### config.mk
export PLATFORM = sky130hd
export DESIGN_NAME = risc_controller
export DESIGN_NICKNAME = d
export VERILOG_FILES = /design/src/rtl/risc_pkg.sv /design/src/rtl/risc_controller_phase_counter.sv /design/src/rtl/risc_controller.sv
export SDC_FILE = /design/constraint.sdc
export NUM_CORES = 1
export LEC_CHECK = 0
export ABC_CLOCK_PERIOD_IN_PS = 1800
export BUFFER_PORTS_ARGS = -buffer_cell sky130_fd_sc_hd__buf_2
export CAP_MARGIN = 20
export CORE_AREA = 5 5 42 44
export CTS_BUF_LIST = sky130_fd_sc_hd__clkbuf_8
export CTS_CLUSTER_DIAMETER = 50
export DETAILED_ROUTE_END_ITERATION = 7
export DIE_AREA = 0 0 47 49
export GPL_ROUTABILITY_DRIVEN = 1
export GPL_TIMING_DRIVEN = 0
export PLACE_DENSITY = 0.46
export SLEW_MARGIN = 5
export SYNTH_ARGS = -nofsm -noshare
export SYNTH_HDL_FRONTEND = slang
export SYNTH_HIERARCHICAL = 1
export SYNTH_SLANG_ARGS = --single-unit
### constraint.sdc
create_clock -name clk -period 1.8 [get_ports clk]
set_input_delay 0.45 -clock clk [delete_from_list [all_inputs] [get_ports clk]]
set_output_delay 0.45 -clock clk [all_outputs]
set_load 0.02 [all_outputs]
### src/rtl/risc_pkg.sv
// risc_pkg: shared definitions for the simple RISC core.
// Holds the opcode encoding, the instruction-cycle phase encoding and the
// ALUOP membership helper used by the controller, decoder and ALU.
package risc_pkg;

  localparam int unsigned OPCODE_W = 3;
  localparam int unsigned PHASE_W  = 3;

  typedef enum logic [OPCODE_W-1:0] {
    HLT = 3'd0,
    SKZ = 3'd1,
    ADD = 3'd2,
    AND = 3'd3,
    XOR = 3'd4,
    LDA = 3'd5,
    STO = 3'd6,
    JMP = 3'd7
  } opcode_e;

  typedef enum logic [PHASE_W-1:0] {
    INST_ADDR  = 3'd0,
    INST_FETCH = 3'd1,
    INST_LOAD  = 3'd2,
    IDLE       = 3'd3,
    OP_ADDR    = 3'd4,
    OP_FETCH   = 3'd5,
    ALU_OP     = 3'd6,
    STORE      = 3'd7
  } phase_e;

  // Opcodes that read a memory operand and write the accumulator.
  function automatic logic is_aluop(input opcode_e op);
    return (op == ADD) || (op == AND) || (op == XOR) || (op == LDA);
  endfunction

endpackage

### src/rtl/risc_controller_phase_counter.sv
// phase_counter: 3-bit wrapping instruction-phase counter.
// Ports:
//   clk         rising-edge clock
//   rst_n       asynchronous active-low reset, clears count to 0
//   en          count enable
//   halt_freeze synchronous freeze; count advances only on en & ~halt_freeze
//   count       current phase, wraps 7 -> 0
module phase_counter
  import risc_pkg::*;
(
  input  logic               clk,
  input  logic               rst_n,
  input  logic               en,
  input  logic               halt_freeze,
  output logic [PHASE_W-1:0] count
);

  logic [PHASE_W-1:0] count_q;
  logic [PHASE_W-1:0] count_d;

  always_comb begin
    count_d = count_q;
    if (en && !halt_freeze) begin
      count_d = count_q + 3'd1;
    end
  end

  always_ff @(posedge clk or negedge rst_n) begin
    if (!rst_n) begin
      count_q <= '0;
    end else begin
      count_q <= count_d;
    end
  end

  assign count = count_q;

endmodule

### src/rtl/risc_controller.sv
// risc_controller: fetch/execute sequencer for the simple RISC core.
// Runs the 8-phase instruction cycle and decodes every control strobe from
// the registered phase, the IR opcode and the accumulator zero flag.
// Ports:
//   clk, rst_n  clock, asynchronous active-low reset
//   en          run enable; phase advances only while high
//   opcode      IR opcode, stable from phase 3 onward
//   zero        accumulator == 0, consulted only in phase 6
//   phase       current phase 0..7
//   sel, rd, data_e                    level outputs (not gated by en)
//   ld_ir, inc_pc, ld_pc, ld_ac, wr    strobes, gated by en & ~halted
//   halt        processor halted
module risc_controller
  import risc_pkg::*;
(
  input  logic                clk,
  input  logic                rst_n,
  input  logic                en,
  input  logic [OPCODE_W-1:0] opcode,
  input  logic                zero,
  output logic [PHASE_W-1:0]  phase,
  output logic                sel,
  output logic                rd,
  output logic                ld_ir,
  output logic                inc_pc,
  output logic                ld_pc,
  output logic                ld_ac,
  output logic                wr,
  output logic                data_e,
  output logic                halt
);

  logic [PHASE_W-1:0] phase_cnt;
  phase_e             phase_cur;
  opcode_e            op;
  logic               aluop;
  logic               halted_q;
  logic               halted_d;
  logic               halt_now;
  logic               strobe_en;

  // Raw strobes before en/halted gating.
  logic ld_ir_raw, inc_pc_raw, ld_pc_raw, ld_ac_raw, wr_raw;

  assign phase_cur = phase_e'(phase_cnt);
  assign op        = opcode_e'(opcode);
  assign aluop     = is_aluop(op);

  // HLT in OP_ADDR already freezes the counter on the edge that sets
  // halted_q, so the phase never leaves 4 once a halt is taken.
  assign halt_now = halted_q || ((phase_cur == OP_ADDR) && (op == HLT));

  phase_counter u_phase_counter (
    .clk         (clk),
    .rst_n       (rst_n),
    .en          (en),
    .halt_freeze (halt_now),
    .count       (phase_cnt)
  );

  always_comb begin
    halted_d = halted_q;
    if (en && (phase_cur == OP_ADDR) && (op == HLT)) begin
      halted_d = 1'b1;
    end
  end

  always_ff @(posedge clk or negedge rst_n) begin
    if (!rst_n) begin
      halted_q <= 1'b0;
    end else begin
      halted_q <= halted_d;
    end
  end

  always_comb begin
    sel        = 1'b0;
    rd         = 1'b0;
    data_e     = 1'b0;
    ld_ir_raw  = 1'b0;
    inc_pc_raw = 1'b0;
    ld_pc_raw  = 1'b0;
    ld_ac_raw  = 1'b0;
    wr_raw     = 1'b0;
    unique case (phase_cur)
      INST_ADDR: begin
        sel = 1'b1;
      end
      INST_FETCH: begin
        sel = 1'b1;
        rd  = 1'b1;
      end
      INST_LOAD, IDLE: begin
        sel       = 1'b1;
        rd        = 1'b1;
        ld_ir_raw = 1'b1;
      end
      OP_ADDR: begin
        inc_pc_raw = 1'b1;
      end
      OP_FETCH: begin
        rd = aluop;
      end
      ALU_OP: begin
        rd         = aluop;
        inc_pc_raw = (op == SKZ) && zero;
        ld_pc_raw  = (op == JMP);
        data_e     = (op == STO);
      end
      STORE: begin
        rd        = aluop;
        ld_ac_raw = aluop;
        ld_pc_raw = (op == JMP);
        wr_raw    = (op == STO);
        data_e    = (op == STO);
      end
      default: begin
        sel = 1'b1;
      end
    endcase
  end

  assign strobe_en = en && !halted_q;

  assign phase  = phase_cnt;
  assign ld_ir  = ld_ir_raw  && strobe_en;
  assign inc_pc = inc_pc_raw && strobe_en;
  assign ld_pc  = ld_pc_raw  && strobe_en;
  assign ld_ac  = ld_ac_raw  && strobe_en;
  assign wr     = wr_raw     && strobe_en;
  assign halt   = halt_now;

endmodule

== Yosys cells after proc, flatten, opt, wreduce, memory -nomap -nowiden ==
Cells that the tools add are included.

* Register bits after elaboration: 4
* Input port bits: 7
* Output and inout bits: 12

* Add/subtract/negate cells: 1
* Equality and inequality tests: 14
* Mux-type cells: 8
* Reduce and logical (&&, ||, !) cells: 24

{| class="wikitable"
|+ Operators by type and width
! kind !! count
|-
| $eq A3 B3 Y1 const B || 8
|-
| $eq A3 B2 Y1 const B || 4
|-
| $logic_and A1 B1 Y1 || 11
|-
| $eq A3 B1 Y1 const B || 2
|-
| $logic_not A3 Y1 || 2
|-
| $mux W1 || 6
|-
| $reduce_or A3 Y1 || 2
|-
| $logic_or A1 B1 Y1 || 4
|-
| $pmux W1 S2 || 2
|-
| $reduce_or A2 Y1 || 2
|-
| $reduce_or A4 Y1 || 1
|-
| $add A3 B1 Y3 const B || 1
|-
| $logic_not A1 Y1 || 2
|}

== Depth between registers and ports, before layout ==
Gate-level depths: netlist of run 1.

* Word-level depth: 6
* Gate-level depth with buffers: 4
* Depth with buffers taken out: 4

== By module ==
The synthesis of run 1 kept the hierarchy.

{| class="wikitable"
|+ By module, submodules not included
! module !! instances !! cells an instance !! area an instance (um^2)
|-
| risc_controller || 1 || 21 || 153.9
|-
| phase_counter || 1 || 9 || 141.4
|}

== Worst setup path after synthesis of run 1 ==
Ideal clock, no wire load.

* Path kind: register to output
* Start point: register u_phase_counter.count_q[2] (netlist: u_phase_counter/count[2])
* End point: output ld_ac
* Arrival time: 1491 ps
* Path slack: -141 ps
* Cell stages (with the launch flop): 3
* Path buffers: 0
* Cell sequence: dfrtp_1 -> inv_1 -> nor4_1

* Cells in the longest elaborated chain, start to end: 3

{| class="wikitable"
|+ Ends and longest elaborated chain
! element !! line !! text
|-
| start, declared || risc_controller_phase_counter.sv:18 || <nowiki>logic [PHASE_W-1:0] count_q;</nowiki>
|-
| start signal, assigned || risc_controller_phase_counter.sv:32 || <nowiki>count_q <= count_d;</nowiki>
|-
| $eq A3 B3 Y1 || risc_controller.sv:85 || <nowiki>unique case (phase_cur)</nowiki>
|-
| $mux W1 || risc_controller.sv:85 ||
|-
| $logic_and A1 B1 Y1 || risc_controller.sv:129 || <nowiki>assign ld_ac = ld_ac_raw && strobe_en;</nowiki>
|-
| end, declared || risc_controller.sv:27 || <nowiki>output logic ld_ac,</nowiki>
|}

No other way between the ends.

== Worst setup path after layout of run 1 ==
* Start point: input opcode[1]
* End point: output inc_pc

* Cells in the longest elaborated chain, start to end: 4

{| class="wikitable"
|+ Ends and longest elaborated chain
! element !! line !! text
|-
| start, declared || risc_controller.sv:19 || <nowiki>input logic [OPCODE_W-1:0] opcode,</nowiki>
|-
| $eq A3 B1 Y1 || risc_controller.sv:106 || <nowiki>inc_pc_raw = (op == SKZ) && zero;</nowiki>
|-
| $logic_and A1 B1 Y1 || risc_controller.sv:106 ||
|-
| $pmux W1 S2 || risc_controller.sv:85 ||
|-
| $logic_and A1 B1 Y1 || risc_controller.sv:127 || <nowiki>assign inc_pc = inc_pc_raw && strobe_en;</nowiki>
|-
| end, declared || risc_controller.sv:25 || <nowiki>output logic inc_pc,</nowiki>
|}

No other way between the ends.

==> impl_metrics.json, run 1 <==
{
  "status": "finished, final reports clean",
  "cpMaxStageDelayCell": "a2111oi_4",
  "cts-root-buf": "clkbuf_8",
  "clk_pin_slew_ns": 0.03,
  "final_antenna_net_count": 0,
  "synth_top_cells_by_area": "dfrtp_1 34%, xnor2_1 5.9%, a2111oi_2 5.1%",
  "wl_um": 916,
  "grt_max_degree": 9,
  "yosys_warnings": 6,
  "drt_first_pass_iters": 3,
  "fin_tns_setup_ns": 0,
  "power_leakage_uw": 0.000255,
  "initial_utilization_pct": 21.1,
  "ctsHtreeMaxLevel": 1,
  "cts_tree": "yes",
  "synth_cells": 30,
  "synth-seq-cells": 4,
  "routed-via-count": 321,
  "antenna_cells": 0,
  "rows": 14,
  "clock_path_buffers": 2,
  "port_buffers": 18,
  "overflow": 0,
  "holdCritPathClass": "input pin to async pin",
  "area_delta_synth_final_pct": 83.9,
  "clkLatencyLatePin_ns": 0.21,
  "avgSynthCellArea_um2": 9.84,
  "path_class": "input pin to output pin",
  "cp-end-kind": "output pin",
  "hold_slack_ns": 0.0349,
  "cp_max_fo": 4,
  "synth_top_area_cell": "dfrtp_1",
  "required_ns": 1.35,
  "ir_drop_mv": 0.864,
  "hold_viol_final": 0,
  "async_flop_share_pct": 100,
  "grt_pass1_wl_um": 1320,
  "slew_headroom_pct": 83.1,
  "yosysTopAreaCellShare_pct": 33.9,
  "cts_buffers": 3,
  "crit_arrival_ns": 1.33,
  "netlist_area_um2": 295,
  "max_freq_mhz": 561,
  "grt_pass1_vias": 310,
  "maxSlewViolCount": 0,
  "drive_gt1_share_pct": 64.2,
  "fin_nets": 63,
  "coreArea_um2": 1400,
  "drt-initial-drc-count": 2,
  "drcViolationCount": 0,
  "fin_util_pct": 38.8,
  "clock_skew_ns": 0.00426,
  "instances_no_fill": 69,
  "synth_edf_count": 0,
  "start_kind": "input pin",
  "clock_sinks": 4,
  "gp_congestion": 0.725,
  "tightest_slew_ns": 0.252,
  "finalPower_uw": 939,
  "synthTopCellsByCount": "4 x dfrtp_1, 4 x nor2_1, 3 x inv_1",
  "min_period_ns": 1.78,
  "dpl.hpwl_um": 681,
  "syn_nets": 38,
  "die-area_um2": 2300,
  "seq_area_frac_synth_pct": 33.9,
  "die_x_um": 47,
  "setup_violations": 0,
  "ys.flop_type": "dfrtp_1",
  "powerDensity_nw_per_um2": 1730,
  "grt_antenna_before_repair": 0,
  "cpPeakStageDelay_ns": 0.36,
  "wl_per_cell_um": 13.3,
  "crit_buf_inv": 2,
  "dp.cells": 64,
  "fillers": 151,
  "via_per_inst": 4.65,
  "post-route-period-util_pct": 99.1,
  "critPathTopFamily": "compound AO/OA/AOI/OAI gates",
  "grt_use_total_pct": 7.91,
  "synth.lib_cells_used.distinct": 19,
  "io_pins": 19,
  "cap_violations": 0,
  "crit_chain": "buf_8, nand4bb_4, a2111oi_4, buf_4",
  "die_y_um": 49
}
==> cells by family after synthesis <==
| kind of cell | share of synthesized area [%] |
|---|---|
| adder cells (fa/ha/maj) | 4.24 |
| buffers and inverters | 3.81 |
| AO/OA/AOI/OAI | 12.3 |
| flip-flops | 33.9 |
| AND/OR/NAND/NOR | 31.8 |
| multiplexers | 5.08 |
| XOR/XNOR | 8.90 |
==> area by class of cell <==
type / instances / area, um^2 / area share, %
Timing Repair Buffer: 20 / 126 / 23.3
Clock buffer: 3 / 41.3 / 7.60
Tap cell: 16 / 20.0 / 3.69
Inverter: 3 / 11.3 / 2.07
Multi-Input combinational cell: 23 / 240 / 44.2
Sequential cell: 4 / 104 / 19.1
==> routing by layer <==
layer	track usage, %	up-vias	wire [um]
met2	11.8	20	404
met3	4.43	0	133
met4	2.76	0	0
met5	0	-	0
li1	-	159	-
met1	9.31	142	378
==> repair_timing <==
item	4_1_cts	5_1_grt
setup buffers	1	1
hold endpoints to repair	0	0
pin swaps	2	2
hold buffers	0	0
resized for setup	2	12
setup endpoints to repair	2	4
cloned	0	0
==> worst reg2reg max path, cell delays in order (launching register included) <==
cell	delay [ns]
dfrtp_2	0.46
nor4b_4	0.29
a21o_1	0.17
buf_4	0.12
nor2b_4	0.04
mux2_4	0.29
==> metrics by stage <==
stage | cell area, um^2 | worst slack (ns)
floorplan | 308 | 0.0245
detailed placement | 418 | -0.0579
global route | 543 | -0.000866
finish | 543 | 0.0162
CTS | 474 | 0.0163
global placement | 418 | -0.0327
==> power breakdown <==
part / internal, uW / switching, uW
Sequential: 146 / 103
Clock: 142 / 41.8
Combinational: 233 / 273
Total: 521 / 418
==> cell usage in the layout (no fill, tap or decap), types with 2 or more instances in the layout <==
cell type   n
buf_2      14
buf_4       3
clkbuf_8    3
dfrtp_2     3
inv_1       3
nand3b_1    2
nor2_1      4
nor4_2      2
xnor2_1     2
==> registers in the layout, summed over array words and instances (netlist names) <==
name                   count
halted_q                   1
u_phase_counter/count      3
==> path summary, 6_finish.rpt <==
check	end	start	depth (start not counted)	slack, ns
setup / recovery	inc_pc	opcode[1]	4	0.02
hold / removal	halted_q$_DFFE_PN0P_	rst_n	1	0.03
setup reg to reg	u_phase_counter/count[1]$_DFFE_PN0P_	u_phase_counter/count[1]$_DFFE_PN0P_	5	0.32
hold reg to reg	halted_q$_DFFE_PN0P_	halted_q$_DFFE_PN0P_	1	0.52
max in group asynchronous	u_phase_counter/count[0]$_DFFE_PN0P_	rst_n	1	1.63
min in group clk	halted_q$_DFFE_PN0P_	halted_q$_DFFE_PN0P_	1	0.52
No activity file was read; power rests on OpenSTA's default activity.
==> run 2, diff against run 1 <==
GPL_TIMING_DRIVEN = unset   (was 0)
SETUP_SLACK_MARGIN = 0.1   (was unset)
==> run 2 against run 1 <==
Net effect:
- sequential cell count stayed put
- sequential power is 29% lower
- via count up 9.0%
- combinational power up 36%
- utilization grew 6.0 points
- clock skew is 0.0039 ns lower
- final cell count grew 14%
- power up 12%
- critical endpoint unchanged
- highest routed layer unchanged
==> impl_metrics.json, run 2 (synthesized netlist as in run 1, its figures left out) <==
{
  "status": "finished, final reports clean",
  "drt-initial-drc-count": 0,
  "path_class": "register to output pin",
  "gr-usage-met1_pct": 11.8,
  "r2r_start": "u_phase_counter/count[2]$_DFFE_PN0P_",
  "dpl.hpwl_um": 764,
  "cts-root-buf": "clkbuf_8",
  "wl_per_cell_um": 12.0,
  "setup_violations": 0,
  "grt_use_met2_pct": 12.7,
  "reg2reg_depth": 6,
  "routed-via-count": 350,
  "overflow": 0,
  "busiest_layer": "met2",
  "crit_chain": "buf_6, a2111oi_4, buf_4",
  "ctsHtreeMaxLevel": 1,
  "die_y_um": 49,
  "tightest_slew_ns": 0.256,
  "grt_max_degree": 7,
  "cp-end-kind": "output pin",
  "port_buffers": 18,
  "maxSlewViolCount": 0,
  "ctsHoldBuffers": 0,
  "initial_utilization_pct": 21.1,
  "cp-endpoint": "inc_pc",
  "cpPeakStageDelay_ns": 0.39,
  "cpMaxStageDelayCell": "dfrtp_1",
  "antenna_cells": 0,
  "drt_first_pass_iters": 1,
  "cts_buffers": 3,
  "instances_no_fill": 79,
  "start_kind": "register",
  "min_period_ns": 1.73,
  "grt_antenna_before_repair": 0,
  "required_ns": 1.35,
  "final_common_cell": "buf_4",
  "area_delta_synth_final_pct": 112,
  "final_antenna_net_count": 0,
  "largest_reg_flops": 3,
  "grt_pass1_wl_um": 1460,
  "drive_gt1_share_pct": 69.8,
  "clkLatencyLatePin_ns": 0.21,
  "post-route-period-util_pct": 96.0,
  "r2r_end": "u_phase_counter/count[1]$_DFFE_PN0P_",
  "cap_violations": 0,
  "grt_pass1_vias": 333,
  "wl_um": 949,
  "comb_power_share_pct": 65.7,
  "drcViolationCount": 0,
  "reg2reg_slack_ns": 0.28,
  "place_ws_ns": -0.0666,
  "met3_usage_pct": 2.58,
  "rsz0062_at_grt": "true",
  "fin_nets": 73,
  "max_freq_mhz": 579,
  "setup_ws_ns": 0.0722,
  "clock_sinks": 4,
  "grt_use_total_pct": 9.05,
  "crit_arrival_ns": 1.28,
  "p_int_uw": 617,
  "power_leakage_uw": 0.000306,
  "die_x_um": 47,
  "cts_tree": "yes",
  "swShare_pct": 41.1,
  "final_cell_mix": "14 x buf_4, 12 x buf_2, 4 x dfrtp_1, 4 x buf_6",
  "clock_path_buffers": 2,
  "slew_headroom_pct": 82.9,
  "clock_skew_ns": 0.000383,
  "p_seq_share_pct": 16.8,
  "dp.cells": 71,
  "io_pins": 19,
  "powerDensity_nw_per_um2": 1670,
  "rows": 14,
  "die-area_um2": 2300,
  "clk_pin_slew_ns": 0.03,
  "cp_max_fo": 5,
  "via_per_inst": 4.43,
  "p_clk_share_pct": 17.5,
  "coreArea_um2": 1400,
  "p_sw_uw": 431,
  "hold_viol_final": 0,
  "ir_drop_mv": 0.880,
  "holdCritPathClass": "input pin to async pin",
  "gp_congestion": 0.698,
  "crit_start": "u_phase_counter/count[1]$_DFFE_PN0P_"
}
-- run 2: cell count changes in the layout (fill, tap and decap cells not counted), moves of 2 or more --
cell	change
buf_2	-2
buf_4	+11
buf_6	+3
dfrtp_1	+3
dfrtp_2	-3
-- run 2: layer usage --
layer	wire length (um)	vias to the layer above
met5	0	-
met4	0	0
met1	404	159
met2	455	15
met3	89	0
li1	-	176
-- run 2: repair_timing --
item                       in CTS  in global routing
pin swaps                       3                  1
hold endpoints to repair        0                  0
setup endpoints to repair       4                  8
setup buffers                   4                  1
resized for setup               7                  7
-- run 2: power by group through the flow --
stage	clock network (uW)	registers, uW	logic [uW]
2_1_floorplan	0	257	278
3_3_place_gp	0	176	569
3_5_place_dp	0	177	569
4_1_cts	189	181	662
5_1_grt	200	182	746
6_report	183	177	689
-- run 2: worst min-delay path by stage --
stage,startpoint,end,slack (ns),cells past startpoint
4_1_cts,rst_n,u_phase_counter/count[0]$_DFFE_PN0P_,0.03,1
5_1_grt,rst_n,u_phase_counter/count[0]$_DFFE_PN0P_,0.03,1
6_report,rst_n,u_phase_counter/count[1]$_DFFE_PN0P_,0.03,1
3_5_place_dp,rst_n,u_phase_counter/count[0]$_DFFE_PN0P_,0.26,1
2_1_floorplan,rst_n,halted_q$_DFFE_PN0P_,0.15,0
3_3_place_gp,rst_n,u_phase_counter/count[0]$_DFFE_PN0P_,0.26,1
-- run 2: final cells by class --
cell class	instances	area (um^2)
Tap cell	16	20.0
Clock buffer	3	41.3
Sequential cell	4	100
Timing Repair Buffer	30	210
Inverter	3	11.3
Multi-Input combinational cell	23	244
Fill cell	154	774
-- run 2: worst max-delay path, delay by kind of cell (launching register included) --
kind,cells,cell delay [ns]
AO/OA/AOI/OAI,1,0.34
flip-flops,1,0.39
buffers and inverters,2,0.34
-- run 2: per-stage QoR --
stage                     power [uW]  hold slack [ns]  area [um^2]  TNS [ns]  util (%)
after floorplan                  535            0.154          320         0         -
after global placement           746            0.260          483   -0.0422      34.5
after detailed placement         747            0.258          483    -0.105      34.5
after CTS                       1030           0.0324          592         0      42.2
after global routing            1130           0.0320          627         0      44.7
final                           1050           0.0343          627         0      44.7
==> run 3, diff against run 2 <==
CORE_AREA = unset   (was 5 5 42 44)
CORE_MARGIN = 5   (was unset)
CORE_UTILIZATION = 30   (was unset)
DIE_AREA = unset   (was 0 0 47 49)
PLACE_DENSITY = 0.55   (was 0.46)
SYNTH_HIERARCHICAL = unset   (was 1)
==> run 3 against run 2 <==
Net effect:
- the flow now finishes with violations (negative setup slack)
- register-to-register slack gained 0.03 ns
- worst hold slack got worse by 0.0061 ns
- largest cell class unchanged
- sequential share of layout area is 3.7 points lower
==> impl_metrics.json, run 3 <==
{
  "start_kind": "register",
  "p_seq_share_pct": 14.1,
  "dp.cells": 85,
  "p_clk_share_pct": 12.4,
  "synth_edf_count": 0,
  "comb_power_share_pct": 73.5,
  "tightest_slew_ns": 0.340,
  "setup_ws_ns": -0.253,
  "stdcell_area_um2": 845,
  "clock_path_buffers": 2,
  "cp-end-kind": "output pin",
  "drive_gt1_share_pct": 74.0,
  "setup_violations": 8,
  "max_freq_mhz": 487,
  "die_x_um": 46.0,
  "p_int_uw": 883,
  "fin_nets": 91,
  "async_flop_share_pct": 100,
  "io_pins": 19,
  "coreArea_um2": 1270,
  "cts-root-buf": "clkbuf_8",
  "status": "finished with violations",
  "final_antenna_net_count": 0,
  "antenna_cells": 0,
  "min_period_ns": 2.05,
  "final_cell_mix": "11 x buf_6, 10 x buf_2, 9 x buf_4",
  "required_ns": 1.35,
  "clock_sinks": 4,
  "die_y_um": 46.0,
  "synth_top_cells_by_area": "dfrtp_1 26%, ha_1 19%, nor3b_4 4.8%",
  "initial_utilization_pct": 30.7,
  "wl_um": 1150,
  "synth_most_common_cell": "ha_1",
  "violations": "negative setup slack",
  "clk_pin_slew_ns": 0.03,
  "holdCritPathClass": "input pin to async pin",
  "cts_buffers": 3,
  "ir_drop_mv": 1.17,
  "port_buffers": 18,
  "overflow": 0,
  "p_sw_uw": 662,
  "multiInputGateArea_um2": 420,
  "path_class": "register to output pin",
  "placed_area_um2": 617,
  "grt_antenna_before_repair": 0,
  "power_leakage_uw": 0.000389,
  "synth_top_area_cell": "dfrtp_1",
  "gp_congestion": 0.768,
  "clkLatencyLatePin_ns": 0.22,
  "grt_pass1_vias": 455,
  "yosysTopAreaCellShare_pct": 25.7,
  "synth_cells": 43,
  "cap_violations": 0,
  "avgSynthCellArea_um2": 9.05,
  "synth.lib_cells_used.distinct": 22,
  "post-route-period-util_pct": 114,
  "synthTopCellsByCount": "6 x ha_1, 4 x dfrtp_1, 4 x inv_1, 4 x nor2_1, 3 x nor3_1",
  "drt_first_pass_iters": 3,
  "routed-via-count": 427,
  "rsz0062_at_grt": "true",
  "rows": 13,
  "regArea_um2": 104,
  "clock_skew_ns": 0.00395,
  "final_common_cell": "buf_6",
  "seq_area_frac_synth_pct": 25.7,
  "netlist_area_um2": 389,
  "yosys_warnings": 0,
  "drcViolationCount": 0,
  "maxSlewViolCount": 0,
  "grt_pass1_wl_um": 1880,
  "swShare_pct": 42.8,
  "wl_per_cell_um": 12.4,
  "die-area_um2": 2120,
  "hold_viol_final": 0,
  "grt_use_total_pct": 12.5,
  "instances_no_fill": 92,
  "reg2reg_slack_ns": 0.31,
  "via_per_inst": 4.64,
  "fillers": 110,
  "powerDensity_nw_per_um2": 1830,
  "syn_nets": 56,
  "crit_arrival_ns": 1.60,
  "cts_tree": "yes",
  "grt_max_degree": 6,
  "slew_headroom_pct": 77.3,
  "drt-initial-drc-count": 1,
  "cp_max_fo": 4,
  "ys.flop_type": "dfrtp_1",
  "area_delta_synth_final_pct": 117,
  "dpl.hpwl_um": 907,
  "ctsHtreeMaxLevel": 1,
  "synth-seq-cells": 4,
  "largest_reg_flops": 3
}
## run 3: what timing repair did
action	4_1_cts	5_1_grt
endpoints found under the setup margin	9	9
gates resized for setup	21	18
endpoints found under the hold margin	0	0
hold buffers	0	0
pin swaps	3	7
buffers inserted	2	1
## run 3: final cells by class
class,instances,share of cell area (%)
Multi-Input combinational cell,35,49.8
Sequential cell,4,12.3
Timing Repair Buffer,30,28.6
Tap cell,15,2.22
Inverter,4,1.78
Clock buffer,3,4.89
Clock inverter,1,0.444
## run 3: cells by family after synthesis
kind of cell | synth area share [%]
and+or+nand+nor | 25.4
adders and majority gates | 19.3
DFF | 25.7
xor gates and xnor gates | 4.50
buffers and inverters | 3.86
AOI/OAI and AO/OA | 17.4
muxes | 3.86
## run 3: critical path, cell delays in order, from the launching register on
cell     delay [ns]
dfrtp_2        0.45
ha_4           0.19
ha_4           0.15
or3_1          0.30
a21o_1         0.17
buf_6          0.13
## run 3: per-stage QoR
step / utilization, % / power (uW) / setup WS, ns / hold WS [ns] / TNS, ns
floorplan: - / 696 / -0.0228 / 0.154 / -0.0417
global placement: 48.6 / 1020 / -0.0475 / 0.256 / -0.0475
detailed placement: 48.6 / 1030 / -0.0546 / 0.256 / -0.0546
CTS: 60.0 / 1420 / -0.251 / 0.0245 / -1.13
global route: 66.6 / 1660 / -0.303 / 0.0268 / -1.88
finish: 66.6 / 1550 / -0.253 / 0.0282 / -1.29
## run 3: routing by layer
layer,vias to the layer above,track usage (%),wire [um]
li1,223,-,-
met1,192,13.8,439
met2,12,21.4,622
met3,0,1.98,83
met4,0,8.52,0
met5,-,0,0
## run 3: power groups by stage
| stage | clock, uW | combinational, uW | sequential (uW) |
|---|---|---|---|
| global route | 206 | 1230 | 227 |
| detailed placement | 0 | 827 | 200 |
| global placement | 0 | 826 | 198 |
| CTS | 199 | 1010 | 210 |
| floorplan | 0 | 447 | 249 |
| finish | 192 | 1140 | 219 |
## run 3: worst paths after layout
path	from	end	cells after the start
worst max-delay path	u_phase_counter.count[1]$_DFFE_PN0P_	rd	5
max in group asynchronous	rst_n	u_phase_counter.count[2]$_DFFE_PN0P_	1
worst min register to register	halted_q$_DFFE_PN0P_	halted_q$_DFFE_PN0P_	1
worst max register to register	u_phase_counter.count[0]$_DFFE_PN0P_	u_phase_counter.count[1]$_DFFE_PN0P_	5
worst min-delay path	rst_n	u_phase_counter.count[0]$_DFFE_PN0P_	1
min in group clk	halted_q$_DFFE_PN0P_	halted_q$_DFFE_PN0P_	1
